<file path="src/rtl/cmp_pkg.sv">
// Shared opcode/state types for the shared comparator arbiter.
// Pure types and helpers: no latency, no backpressure.
package cmp_pkg;

  localparam int CMP_WIDTH = 32;

  typedef enum logic [3:0] {
    CMP_SLT  = 4'b0101,
    CMP_SGT  = 4'b0110,
    CMP_SLTU = 4'b0111,
    CMP_SGTU = 4'b1000,
    CMP_EQ   = 4'b1001,
    CMP_NE   = 4'b1010
  } cmp_op_e;

  typedef enum logic [1:0] {
    IDLE,
    EVAL,
    RESP
  } cmp_state_e;

  function automatic logic is_cmp_op(input logic [3:0] op);
    return (op >= CMP_SLT) && (op <= CMP_NE);
  endfunction

endpackage

</file>
<file path="src/rtl/comparator.sv">
// 32-bit compare unit returning 0/1; signed forms use the sign qualifiers as a 33rd bit.
// Purely combinational, no backpressure; unknown opcodes give 0.
module comparator
  import cmp_pkg::*;
(
  input  logic [3:0]           i_opcode,
  input  logic [CMP_WIDTH-1:0] i_a,
  input  logic [CMP_WIDTH-1:0] i_b,
  input  logic                 i_a_sign,
  input  logic                 i_b_sign,
  output logic [CMP_WIDTH-1:0] o_result,
  output logic                 o_zero_flag
);

  logic signed [CMP_WIDTH:0] w_sa;
  logic signed [CMP_WIDTH:0] w_sb;
  logic                      w_hit;

  assign w_sa = {i_a_sign, i_a};
  assign w_sb = {i_b_sign, i_b};

  always_comb begin
    w_hit = 1'b0;
    case (i_opcode)
      CMP_SLT:  w_hit = (w_sa < w_sb);
      CMP_SGT:  w_hit = (w_sb < w_sa);
      CMP_SLTU: w_hit = (i_a < i_b);
      CMP_SGTU: w_hit = (i_b < i_a);
      CMP_EQ:   w_hit = (i_a == i_b);
      CMP_NE:   w_hit = (i_a != i_b);
      default:  w_hit = 1'b0;
    endcase
  end

  assign o_result    = {{(CMP_WIDTH-1){1'b0}}, w_hit};
  assign o_zero_flag = !w_hit;

endmodule

</file>
<file path="src/rtl/rr_arbiter.sv">
// Round-robin grant: first requester at or above i_ptr, wrapping modulo N.
// Combinational, no backpressure; grant is all-zero when nothing requests.
module rr_arbiter #(
  parameter int N  = 2,
  parameter int IW = (N > 1) ? $clog2(N) : 1
) (
  input  logic [N-1:0]  i_req,
  input  logic [IW-1:0] i_ptr,
  output logic [N-1:0]  o_gnt,
  output logic [IW-1:0] o_gnt_idx
);

  logic [IW-1:0] w_j;

  // Walk from the farthest offset down so the closest requester to i_ptr wins.
  always_comb begin
    o_gnt     = '0;
    o_gnt_idx = '0;
    w_j       = '0;
    for (int k = N - 1; k >= 0; k--) begin
      w_j = IW'((int'(i_ptr) + k) % N);
      if (i_req[w_j]) begin
        o_gnt      = '0;
        o_gnt[w_j] = 1'b1;
        o_gnt_idx  = w_j;
      end
    end
  end

endmodule

</file>
<file path="src/rtl/compare_arbiter.sv">
// Shares one comparator among NUM_REQ requesters with round-robin accept, one compare in flight.
// Accept at T -> rsp_valid at T+2; response held until the owner's rsp_ready, no new accept until then.
module compare_arbiter
  import cmp_pkg::*;
#(
  parameter int NUM_REQ = 2,
  parameter int WIDTH   = 32
) (
  input  logic                            clk,
  input  logic                            reset,
  input  logic [NUM_REQ-1:0]              req_valid,
  output logic [NUM_REQ-1:0]              req_ready,
  input  logic [NUM_REQ-1:0][3:0]         req_opcode,
  input  logic [NUM_REQ-1:0][WIDTH-1:0]   req_a,
  input  logic [NUM_REQ-1:0][WIDTH-1:0]   req_b,
  input  logic [NUM_REQ-1:0]              req_a_sign,
  input  logic [NUM_REQ-1:0]              req_b_sign,
  output logic [NUM_REQ-1:0]              rsp_valid,
  input  logic [NUM_REQ-1:0]              rsp_ready,
  output logic [WIDTH-1:0]                rsp_result,
  output logic                            rsp_zero,
  output logic                            rsp_illegal
);

  localparam int IW = (NUM_REQ > 1) ? $clog2(NUM_REQ) : 1;

  cmp_state_e         r_state;
  cmp_state_e         w_state_nxt;
  logic [IW-1:0]      r_rr_ptr;
  logic [IW-1:0]      r_owner;
  logic [IW-1:0]      w_gnt_idx;
  logic [NUM_REQ-1:0] w_gnt;
  logic [3:0]         r_opcode;
  logic [WIDTH-1:0]   r_a;
  logic [WIDTH-1:0]   r_b;
  logic               r_a_sign;
  logic               r_b_sign;
  logic [WIDTH-1:0]   r_result;
  logic               r_zero;
  logic               r_illegal;
  logic [WIDTH-1:0]   w_cmp_result;
  logic               w_cmp_zero;
  logic               w_accept;
  logic               w_rsp_done;

  rr_arbiter #(.N(NUM_REQ), .IW(IW)) u_rr (
    .i_req     (req_valid),
    .i_ptr     (r_rr_ptr),
    .o_gnt     (w_gnt),
    .o_gnt_idx (w_gnt_idx)
  );

  comparator u_cmp (
    .i_opcode    (r_opcode),
    .i_a         (r_a),
    .i_b         (r_b),
    .i_a_sign    (r_a_sign),
    .i_b_sign    (r_b_sign),
    .o_result    (w_cmp_result),
    .o_zero_flag (w_cmp_zero)
  );

  // Grant only depends on state and req_valid, never on rsp_ready.
  assign req_ready   = (r_state == IDLE && !reset) ? w_gnt : '0;
  assign w_accept    = |(req_valid & req_ready);
  assign w_rsp_done  = (r_state == RESP) && rsp_ready[r_owner];
  assign rsp_valid   = (r_state == RESP) ? (NUM_REQ'(1) << r_owner) : '0;
  assign rsp_result  = r_result;
  assign rsp_zero    = r_zero;
  assign rsp_illegal = r_illegal;

  always_ff @(posedge clk or posedge reset) begin
    if (reset) r_state <= IDLE;
    else       r_state <= w_state_nxt;
  end

  always_comb begin
    w_state_nxt = r_state;
    case (r_state)
      IDLE:    if (w_accept) w_state_nxt = EVAL;
      EVAL:    w_state_nxt = RESP;
      RESP:    if (w_rsp_done) w_state_nxt = IDLE;
      default: w_state_nxt = IDLE;
    endcase
  end

  always_ff @(posedge clk or posedge reset) begin
    if (reset) begin
      r_rr_ptr  <= '0;
      r_owner   <= '0;
      r_opcode  <= '0;
      r_a       <= '0;
      r_b       <= '0;
      r_a_sign  <= 1'b0;
      r_b_sign  <= 1'b0;
      r_result  <= '0;
      r_zero    <= 1'b0;
      r_illegal <= 1'b0;
    end else begin
      if (w_accept) begin
        r_opcode <= req_opcode[w_gnt_idx];
        r_a      <= req_a[w_gnt_idx];
        r_b      <= req_b[w_gnt_idx];
        r_a_sign <= req_a_sign[w_gnt_idx];
        r_b_sign <= req_b_sign[w_gnt_idx];
        r_owner  <= w_gnt_idx;
        r_rr_ptr <= (w_gnt_idx == IW'(NUM_REQ - 1)) ? '0 : w_gnt_idx + IW'(1);
      end
      if (r_state == EVAL) begin
        r_result  <= w_cmp_result;
        r_zero    <= w_cmp_zero;
        r_illegal <= !is_cmp_op(r_opcode);
      end
    end
  end

endmodule
</file>
<file path="config.mk">
export PLATFORM = sky130hd
export DESIGN_NAME = compare_arbiter
export DESIGN_NICKNAME = d
export VERILOG_FILES = /design/src/rtl/cmp_pkg.sv /design/src/rtl/comparator.sv /design/src/rtl/rr_arbiter.sv /design/src/rtl/compare_arbiter.sv
export SDC_FILE = /design/constraint.sdc
export NUM_CORES = 1
export LEC_CHECK = 0
export CORE_MARGIN = 2
export CORE_UTILIZATION = 46
export DETAILED_ROUTE_END_ITERATION = 7
export GPL_TIMING_DRIVEN = 0
export PLACE_DENSITY_LB_ADDON = 0.2
export SYNTH_ARGS = -nofsm -noshare
export SYNTH_HDL_FRONTEND = slang
export SYNTH_SLANG_ARGS = --single-unit
</file>
<file path="constraint.sdc">
create_clock -name clk -period 2.6 [get_ports clk]
set_input_delay 0.39 -clock clk [delete_from_list [all_inputs] [get_ports clk]]
set_output_delay 0.39 -clock clk [all_outputs]
set_load 0.02 [all_outputs]
</file>
==> results of run 1 <==
per-layer routing:
metal / GRT usage / wire length, um
met1: 0.293 / 5700
met5: 0 / 0
met3: 0.0362 / 836
met2: 0.441 / 7170
met4: 0.0788 / 203
power by group through the flow:
stage,Sequential [W],Combinational [W],Clock [W]
2_1_floorplan,0.00209,0.00247,0
3_3_place_gp,0.00212,0.00343,0
3_5_place_dp,0.00217,0.00357,0
4_1_cts,0.00215,0.00360,0.000945
5_1_grt,0.00222,0.00407,0.000994
6_report,0.00215,0.00360,0.000935
critical path: cells and delay by family (launching register included):
kind            cells  cell delay [ns]
mux                 1             0.24
compound gates      2             0.25
buf+inv             1             0.06
flops               1             0.37
fa+ha+maj           1             0.35
simple gates        4             1.07
final timing paths:
kind                                              start                 endpoint  slack, ns  cells after the start
min in group clk                rsp_illegal$_DFFE_PP0N_  rsp_illegal$_DFFE_PP0N_       0.48                      2
worst min register to register  rsp_illegal$_DFFE_PP0N_  rsp_illegal$_DFFE_PP0N_       0.48                      2
worst max register to register      r_a[14]$_DFFE_PP0P_     rsp_zero$_DFFE_PP0N_       0.16                      9
max in group asynchronous                         reset      r_b[15]$_DFFE_PP0P_       1.70                      3
worst max-delay path                r_a[14]$_DFFE_PP0P_     rsp_zero$_DFFE_PP0N_       0.16                      9
worst min-delay path                              reset      r_a[19]$_DFFE_PP0P_       0.34                      2
kinds of logic after synthesis:
| kind of cell | count (synthesis) | synth area share |
|---|---|---|
| buf+inv | 124 | 0.116 |
| compound gates | 192 | 0.243 |
| fa+ha+maj | 65 | 0.162 |
| simple gates | 79 | 0.0867 |
| flops | 77 | 0.384 |
| other cells | 1 | 0.000747 |
| mux | 4 | 0.00822 |
cell type report:
cell class | count | area (um^2)
buffer | 52 | 322
clock buffer | 10 | 138
clock inverter | 6 | 62.6
fill | 937 | 3680
inverter | 71 | 269
multi-input combinational | 371 | 2630
sequential | 77 | 1930
tap | 140 | 175
timing repair buffer | 153 | 1540
flip-flops by register name, summed over array words and instances (netlist names):
| register | count |
|---|---|
| r_a | 32 |
| r_b | 32 |
| r_opcode | 4 |
| r_state | 2 |
| r_a_sign | 1 |
| r_b_sign | 1 |
| r_owner | 1 |
| r_rr_ptr | 1 |
| rsp_illegal | 1 |
| rsp_result | 1 |
| rsp_zero | 1 |
metrics by stage:
stage          utilization  TNS (ns)
6_report             0.657         0
5_1_grt              0.657         0
4_1_cts              0.657         0
3_5_place_dp         0.639    -11.81
3_3_place_gp         0.636    -77.25
2_1_floorplan            -         0
Yosys cell counts (2+ instances only):
| master | count |
|---|---|
| inv_1 | 70 |
| nand2b_1 | 3 |
| clkbuf_1 | 18 |
| o21ai_0 | 77 |
| nor2b_1 | 2 |
| nor2_1 | 12 |
| ha_1 | 65 |
| a21oi_1 | 20 |
| and3_1 | 3 |
| a22oi_1 | 71 |
| buf_1 | 4 |
| nor3_1 | 3 |
| nand2_1 | 28 |
| nand3_1 | 9 |
| a21o_1 | 6 |
| o211ai_1 | 4 |
| dfrtp_1 | 77 |
| buf_4 | 31 |
| a211oi_1 | 5 |
| mux2i_1 | 3 |
| nand4_1 | 7 |
| a31oi_1 | 2 |
timing repair:
item	CTS	global route
gates cloned	0	0
hold buffers	0	0
setup endpoints to repair	2	40
resized for setup	5	10
==> results.md, run 1 <==
* Most frequent cells in the layout: 150 x clkdlybuf4s50_1, 77 x o21ai_0, 77 x dfrtp_1, 71 x a22oi_1, 69 x inv_1
* CORE AREA at ~11,000 um^2
* Total CTS buffers at 9
* Vias per cell at 5.17
* Slew HR at 0.596
* CP Data Required Time at roughly 2.9 ns
* Synth top area cells: dfrtp_1 38%, ha_1 16%, a22oi_1 11%
* Iter 0 DRT Violations at between 150 and 200
* Area of the mapped netlist at 5020 um^2
* Gpl congestion at 0.836
* Total setup buffers inserted after CTS at 0
* Total chip power at between 0.006 and 0.007 W
* WHS at approximately 0.34 ns
* Max-cap violations at 0
* Number of synthesis warnings at 0
* CP Cell Sequence: inv_1 > ha_1 > nand4_1 > nor4_1 > and3_4 > mux2i_1 > a221oi_2 > and3_1 > a22o_1
* Type of origin of the critical path: register
* Vias in the first global route at roughly 4,600
* Asr flop ratio synth at 1.00
* Sequential cell area fraction in the yosys report at 0.384
* Cell Count Post-Placement at roughly 870
* PD cells at roughly 950 nW/um^2
* Cell area after layout at ~7000 um^2
* CTS max path bufs at 2
* Port Buffer Count at 152
* First-pass DRT Iterations at 4
* Hold Vio Cnt, Final at 0
* Post-synth top area cell: dfrtp_1
* Vias at about 4,600
* Share of layout cells above drive strength 1 at 0.0905
* Commonest non-fill, non-tap cell in the layout: clkdlybuf4s50_1
* Critical path's largest stage delay at approximately 0.37 ns
* Number of flops mapped to enable cells by yosys at 0
* Area share of the largest cell type after synthesis at 0.384
* Drt drc at 0
* Nets at 946
* Routed length per instance at between 15 and 20 um
* FP Rows at 38
* Cells after Synth at between 500 and 600
* CTS Root Cell: clkbuf_8
* Psw at ~0.003 W
* Drt total wl at about 14,000 um
* Final setup violation count at 0
* Sequential group share of total power at 0.322
* Die Wd at 108 um
* Worst Setup End Kind: register
* Place WS at -0.721 ns
* Skew final at a little over 0.007 ns
* Die ar. at approximately 12,000 um^2
* CTS H-tree lvls at 3
* Combinational share of power at 0.538
* Initial Utilization at 0.467
* Fmax at about 400 MHz
* Worst skew pair latency at 0.36 ns
* Leak at roughly 3.3 nW
* Critical path fanouts, max at 5
* Initial antenna violation count at 0
* Congestion Overflow GR at 0
* Global-route usage over all layers at 0.243
* Post-synth cell types at 44
* Status: finished clean
* Final worst slack at roughly 0.16 ns
* Hold crit path type: input pin to asynchronous set/reset pin
* Unrepaired setup endpoints after global routing: no
* Minimum clock period at between 2 and 2.5 ns
* Diodes inserted at 0
* Ports at about 180
* Largest net degree at the start of global routing at between 60 and 70
* Worst path arrival time at between 2 and 3 ns
* HPWL Detailed at approximately 11,000 um
* Fin. max-slew vios at 0
* Die Span Y at 108 um
* Num Clock Sinks at 77
* Clock share of power at 0.140
* P_int at 0.00377 W
* Fin cells at 880
* Avg Cell Area, Syn at 9.27 um^2
* Crit-path slowest cell: dfrtp_1
* Part of the cycle the worst path needs at 0.939
* CTS tree: done
* #FFs+latches synth at 77
* Ys flop type: dfrtp_1
* First-pass GRT wire length at 22,100 um
* Peak supply drop at around 0.35 mV
* Switching power share of the total at 0.436
* Clock transition at path regs at around 0.08 ns
* WS Path Type: register to register
* Synth-to-layout area growth at 40.6%
* Least-Margin Pin Slew at a little over 0.6 ns
* Placed Area at slightly below 7000 um^2
* Antenna Nets Post-Route at 0
Power figures use the tool's default switching activity.
==> run 2, diff against run 1 <==
- clock period: 2.6 -> 2.5 ns (I/O delays scaled with it)
==> run 2 against run 1 <==
Fmax rose by 2.6%. Sequential power grew 5%. Core utilization rose by 0.78 points. Routed wire length grew 0.42%. Clock-buffer cell count stayed put. Sequential share of layout area is 0.32 points lower. Die area unchanged. Combinational power up 8.1%. Register-to-register slack worse by 0.04 ns. Largest cell class unchanged. Highest routed layer unchanged.
==> results.md, run 2 (same netlist as run 1, synthesis figures left out) <==
* Hold crit path type: input pin to asynchronous set/reset pin
* Final worst slack at between 0.1 and 0.15 ns
* Drt drc at 0
* Nets at between 900 and 1,000
* Critical path's largest stage delay at approximately 0.4 ns
* Switching power share of the total at 0.436
* PD cells at ~990 nW/um^2
* Sequential group share of total power at 0.317
* Congestion Overflow GR at 0
* Fmax at 420 MHz
* HPWL Detailed at between 10,000 and 15,000 um
* Die Wd at about 110 um
* Vias at between 4,000 and 5,000
* CP Cell Sequence: inv_1 > ha_4 > a21o_1 > a221o_1 > o211ai_1 > o211ai_1 > a211oi_2 > mux2i_2 > a22o_1
* Port Buffer Count at roughly 150
* Drt total wl at 14,000 um
* Diodes inserted at 0
* Final TNS setup at 0 ns
* Die ar. at 11,800 um^2
* Final Util at 0.665
* FP Rows at 38
* Final setup violation count at 0
* Fin cells at 881
* Die Span Y at 108 um
* Worst skew pair latency at 0.36 ns
* Part of the cycle the worst path needs at 0.952
* Iter 0 DRT Violations at 180
* Hold Vio Cnt, Final at 0
* WS Path Type: register to register
* Total CTS buffers at 9
* Cell Count Post-Placement at around 870
* P_int at about 0.004 W
* CTS tree: done
* Clock share of power at 0.136
* Combinational share of power at 0.547
* Antenna Nets Post-Route at 0
* Worst Setup End Kind: register
* Largest registers: r_a (32), r_b (32), r_opcode (4)
* Type of origin of the critical path: register
* Most frequent cells in the layout: 150 x clkdlybuf4s50_1, 77 x dfrtp_1, 76 x o21ai_0, 70 x a22oi_1, 69 x inv_1
* Minimum clock period at about 2.4 ns
* Place WS at -0.791 ns
* Clock transition at path regs at ~0.080 ns
* Ports at around 180
* Worst R2R Setup Slack at roughly 0.12 ns
* Max-cap violations at 0
* Crit-path most repeated cell: o211ai_1
* CORE AREA at roughly 11,000 um^2
* FILL cells at 925
* CTS H-tree lvls at 3
* Critical path fanouts, max at 5
* Vias per cell at between 5 and 6
* CTS Root Cell: clkbuf_8
* Skew final at about 0.010 ns
* Post-CTS Hold Fix Bufs at 0
* Fin. max-slew vios at 0
* Initial Utilization at 0.467
* Routed length per instance at approximately 16 um
* Initial antenna violation count at 0
* Num Clock Sinks at between 70 and 80
* Global-route usage over all layers at 0.243
* Commonest non-fill, non-tap cell in the layout: clkdlybuf4s50_1
* Largest net degree at the start of global routing at between 60 and 70
* Worst path arrival time at between 2 and 3 ns
* Peak supply drop at ~0.38 mV
* Crit-path slowest cell: dfrtp_1
* Leak at 3.28 nW
* First-pass DRT Iterations at 5
* Least-Margin Pin Slew at approximately 0.65 ns
* Vias in the first global route at around 4,600
* CTS max path bufs at 2
* Slew HR at 0.568
* Status: finished clean
* First-pass GRT wire length at ~22,000 um
* CP Data Required Time at ~2.8 ns
* Share of layout cells above drive strength 1 at 0.105
* Synth-to-layout area growth at 42.3%
* Gpl congestion at around 0.84
* Psw at 0.00310 W
run 2: cell type report:
class | count | area [um^2] | area share
plain buffers | 52 | 323 | 0.0452
clock buffers | 10 | 138 | 0.0193
clock inverters | 6 | 62.6 | 0.00876
inverters | 71 | 269 | 0.0376
multi-input cells | 371 | 2700 | 0.378
flip-flops and latches | 77 | 1930 | 0.270
well taps | 140 | 175 | 0.0245
repair buffers | 154 | 1550 | 0.217
run 2: critical path: cells and delay by family, from the launching register on:
kind                     cells  cell delay [ns]
flip-flops                   1             0.40
multiplexers                 1             0.29
adder cells (fa/ha/maj)      1             0.23
AO/OA/AOI/OAI                6             1.28
buffers and inverters        1             0.12
run 2: path summary, 6_finish.rpt:
check	start	end	cells past startpoint
max	r_a[14]$_DFFE_PP0P_	rsp_zero$_DFFE_PP0N_	9
min	reset	r_a[19]$_DFFE_PP0P_	2
max reg2reg	r_a[14]$_DFFE_PP0P_	rsp_zero$_DFFE_PP0N_	9
min reg2reg	rsp_illegal$_DFFE_PP0N_	rsp_illegal$_DFFE_PP0N_	2
max in group asynchronous	reset	r_b[9]$_DFFE_PP0P_	3
min in group clk	rsp_illegal$_DFFE_PP0N_	rsp_illegal$_DFFE_PP0N_	2
run 2: power by group through the flow:
stage | combinational (W) | clock [W] | sequential, W
2_1_floorplan | 0.00257 | 0 | 0.00218
5_1_grt | 0.00439 | 0.00103 | 0.00233
3_3_place_gp | 0.00357 | 0 | 0.00221
6_report | 0.00389 | 0.000965 | 0.00225
4_1_cts | 0.00374 | 0.000982 | 0.00224
3_5_place_dp | 0.00371 | 0 | 0.00225
run 2: routing by layer:
layer / part of all wire / GRT usage
met1: 0.42 / 0.293
met3: 0.056 / 0.0362
met4: 0.016 / 0.0788
met5: 0 / 0
met2: 0.51 / 0.441
run 2: metrics by stage:
stage               hold WS [ns]  cell area, um^2  total power [W]
floorplan                  0.450             5130          0.00475
detailed placement         0.470             6860          0.00596
global placement           0.473             6830          0.00577
finish                     0.329             7150          0.00710
global route               0.363             7150          0.00774
CTS                        0.323             7060          0.00696
run 2: timing repair:
| item | in CTS | in global routing |
|---|---|---|
| pin swaps | 0 | 7 |
| endpoints found under the setup margin | 2 | 43 |
| setup buffers | 0 | 1 |
| resized for setup | 5 | 22 |
| hold endpoints to repair | 0 | 0 |
==> run 3, diff against run 2 <==
- CAP_MARGIN: unset -> 20
- GPL_TIMING_DRIVEN: 0 -> unset
==> run 3 against run 2 <==
Non-clock buffer count shrank 46. Die area unchanged. Register-to-register slack hardly changed. Critical path depth is the same. Combinational power fell by 5%. Sequential share of layout area is 1.1 points higher. First-iteration DRC count increased by 37%. Flip-flop and latch count unchanged. Highest routed layer unchanged.
==> results.md, run 3 (same netlist as run 1, synthesis figures left out) <==
* Gpl congestion at ~0.82
* Slew HR at 0.524
* First-pass GRT wire length at approximately 20,000 um
* Worst Setup End Kind: register
* Reg2Reg Depth at 9
* Unrepaired setup endpoints after global routing: no
* Largest registers: r_a (32), r_b (32), r_opcode (4)
* WS Path Type: register to register
* Reg2reg end: rsp_zero$_DFFE_PP0N_
* Port Buffer Count at about 150
* Iter 0 DRT Violations at approximately 250
* Ports at approximately 180
* Minimum clock period at around 2.4 ns
* Hold crit path type: input pin to asynchronous set/reset pin
* Synth-to-layout area growth at 36.8%
* Commonest non-fill, non-tap cell in the layout: clkdlybuf4s50_1
* Final Util at 0.639
* Vias per cell at around 5.2
* Drt total wl at 12,400 um
* Worst R2R Setup Slack at around 0.13 ns
* CTS max path bufs at 2
* Max-cap violations at 0
* HPWL Detailed at ~9400 um
* Initial antenna violation count at 0
* Most frequent cells in the layout: 152 x clkdlybuf4s50_1, 77 x o21ai_0, 77 x dfrtp_1, 71 x a22oi_1, 69 x inv_1
* Fmax at 422 MHz
* Antenna Nets Post-Route at 0
* Type of origin of the critical path: register
* Vias at about 4,400
* CTS H-tree lvls at 3
* Final TNS setup at 0 ns
* Vias in the first global route at ~4,300
* Total CTS buffers at 9
* Share of layout cells above drive strength 1 at 0.0562
* Part of the cycle the worst path needs at 0.948
* CORE AREA at approximately 11,000 um^2
* Skew final at 0.0137 ns
* Hold Vio Cnt, Final at 0
* Fin. max-slew vios at 0
* Leak at 3.12 nW
* Total chip power at 0.00712 W
* Global-route usage over all layers at 0.213
* Die Wd at 108 um
* Peak supply drop at 0.522 mV
* Clock transition at path regs at roughly 0.080 ns
* CTS Root Cell: clkbuf_8
* WHS at between 0.4 and 0.5 ns
* Die Span Y at 108 um
* CP Data Required Time at 2.74 ns
* Status: finished clean
* Congestion Overflow GR at 0
* Final setup violation count at 0
* Critical path fanouts, max at 5
* Worst path arrival time at approximately 2.6 ns
* Nets at about 900
* Worst reg2reg startpoint: r_a[14]$_DFFE_PP0P_
* Post-CTS Hold Fix Bufs at 0
* CTS tree: done
* Diodes inserted at 0
* Drt drc at 0
* PD cells at roughly 1000 nW/um^2
* FP Rows at 38
* Initial Utilization at 0.467
* Worst skew pair latency at between 0.3 and 0.4 ns
* Final worst slack at about 0.13 ns
* Routed length per instance at 14.9 um
* Num Clock Sinks at between 70 and 80
* Place WS at ~0.13 ns
* Die ar. at 11,800 um^2
* Least-Margin Pin Slew at 0.714 ns
* First-pass DRT Iterations at 5
* Largest net degree at the start of global routing at between 70 and 80
[run 3: changes by cell type in the layout (fill, tap and decap cells not counted), sizes merged]
cell           previous run  this run
buf                      37         8
bufinv                    1         3
clkbuf                   28        11
clkdlybuf4s50           150       152
clkinvlp                  3         0
dlygate4sd2               1         0
inv                      71        70
[run 3: how the worst max path moves through the flow]
stage	startpoint	to	slack, ns
floorplan	reset	r_a[0]$_DFFE_PP0P_	0.16
global placement	r_a[7]$_DFFE_PP0P_	rsp_zero$_DFFE_PP0N_	0.20
detailed placement	r_a[14]$_DFFE_PP0P_	rsp_zero$_DFFE_PP0N_	0.13
CTS	r_a[14]$_DFFE_PP0P_	rsp_zero$_DFFE_PP0N_	0.11
global route	r_a[14]$_DFFE_PP0P_	rsp_zero$_DFFE_PP0N_	0.004
finish	r_a[14]$_DFFE_PP0P_	rsp_zero$_DFFE_PP0N_	0.13
[run 3: through the flow]
step | std cells | area [um^2]
2_1_floorplan | 572 | 5130
3_3_place_gp | 816 | 6580
3_5_place_dp | 816 | 6580
4_1_cts | 831 | 6830
5_1_grt | 834 | 6870
6_report | 834 | 6870
[run 3: repair_timing]
item / CTS / global route
endpoints found under the setup margin: 0 / 2
buffers inserted: 0 / 3
resized for setup: 0 / 3
[run 3: layer usage]
metal / routed length, um / part of all wire / global-route usage
met1: 5420 / 0.44 / 0.273
met2: 6150 / 0.49 / 0.375
met3: 719 / 0.058 / 0.0350
met4: 154 / 0.012 / 0.0522
met5: 0 / 0 / 0
[run 3: final cells by class]
cell class,count,area (um^2)
Clock buffer,11,151
Clock inverter,4,95.1
Fill cell,923,3870
Inverter,71,268
Multi-Input combinational cell,371,2650
Sequential cell,77,1930
Tap cell,140,175
Timing Repair Buffer,160,1610
[run 3: power breakdown]
part	internal [W]	total, W	switching [W]
logic	0.00158	0.00371	0.00213
registers	0.00186	0.00224	0.000386
clock network	0.000711	0.00116	0.000449
[run 3: critical path, stage by stage (launching register included)]
cell and delay, ns:
dfrtp_1 0.37, inv_1 0.06, ha_1 0.37, nand4_1 0.20, nor4_2 0.35, and3_4 0.24
mux2i_1 0.23, a221oi_2 0.08, and3_1 0.20, a22o_1 0.18
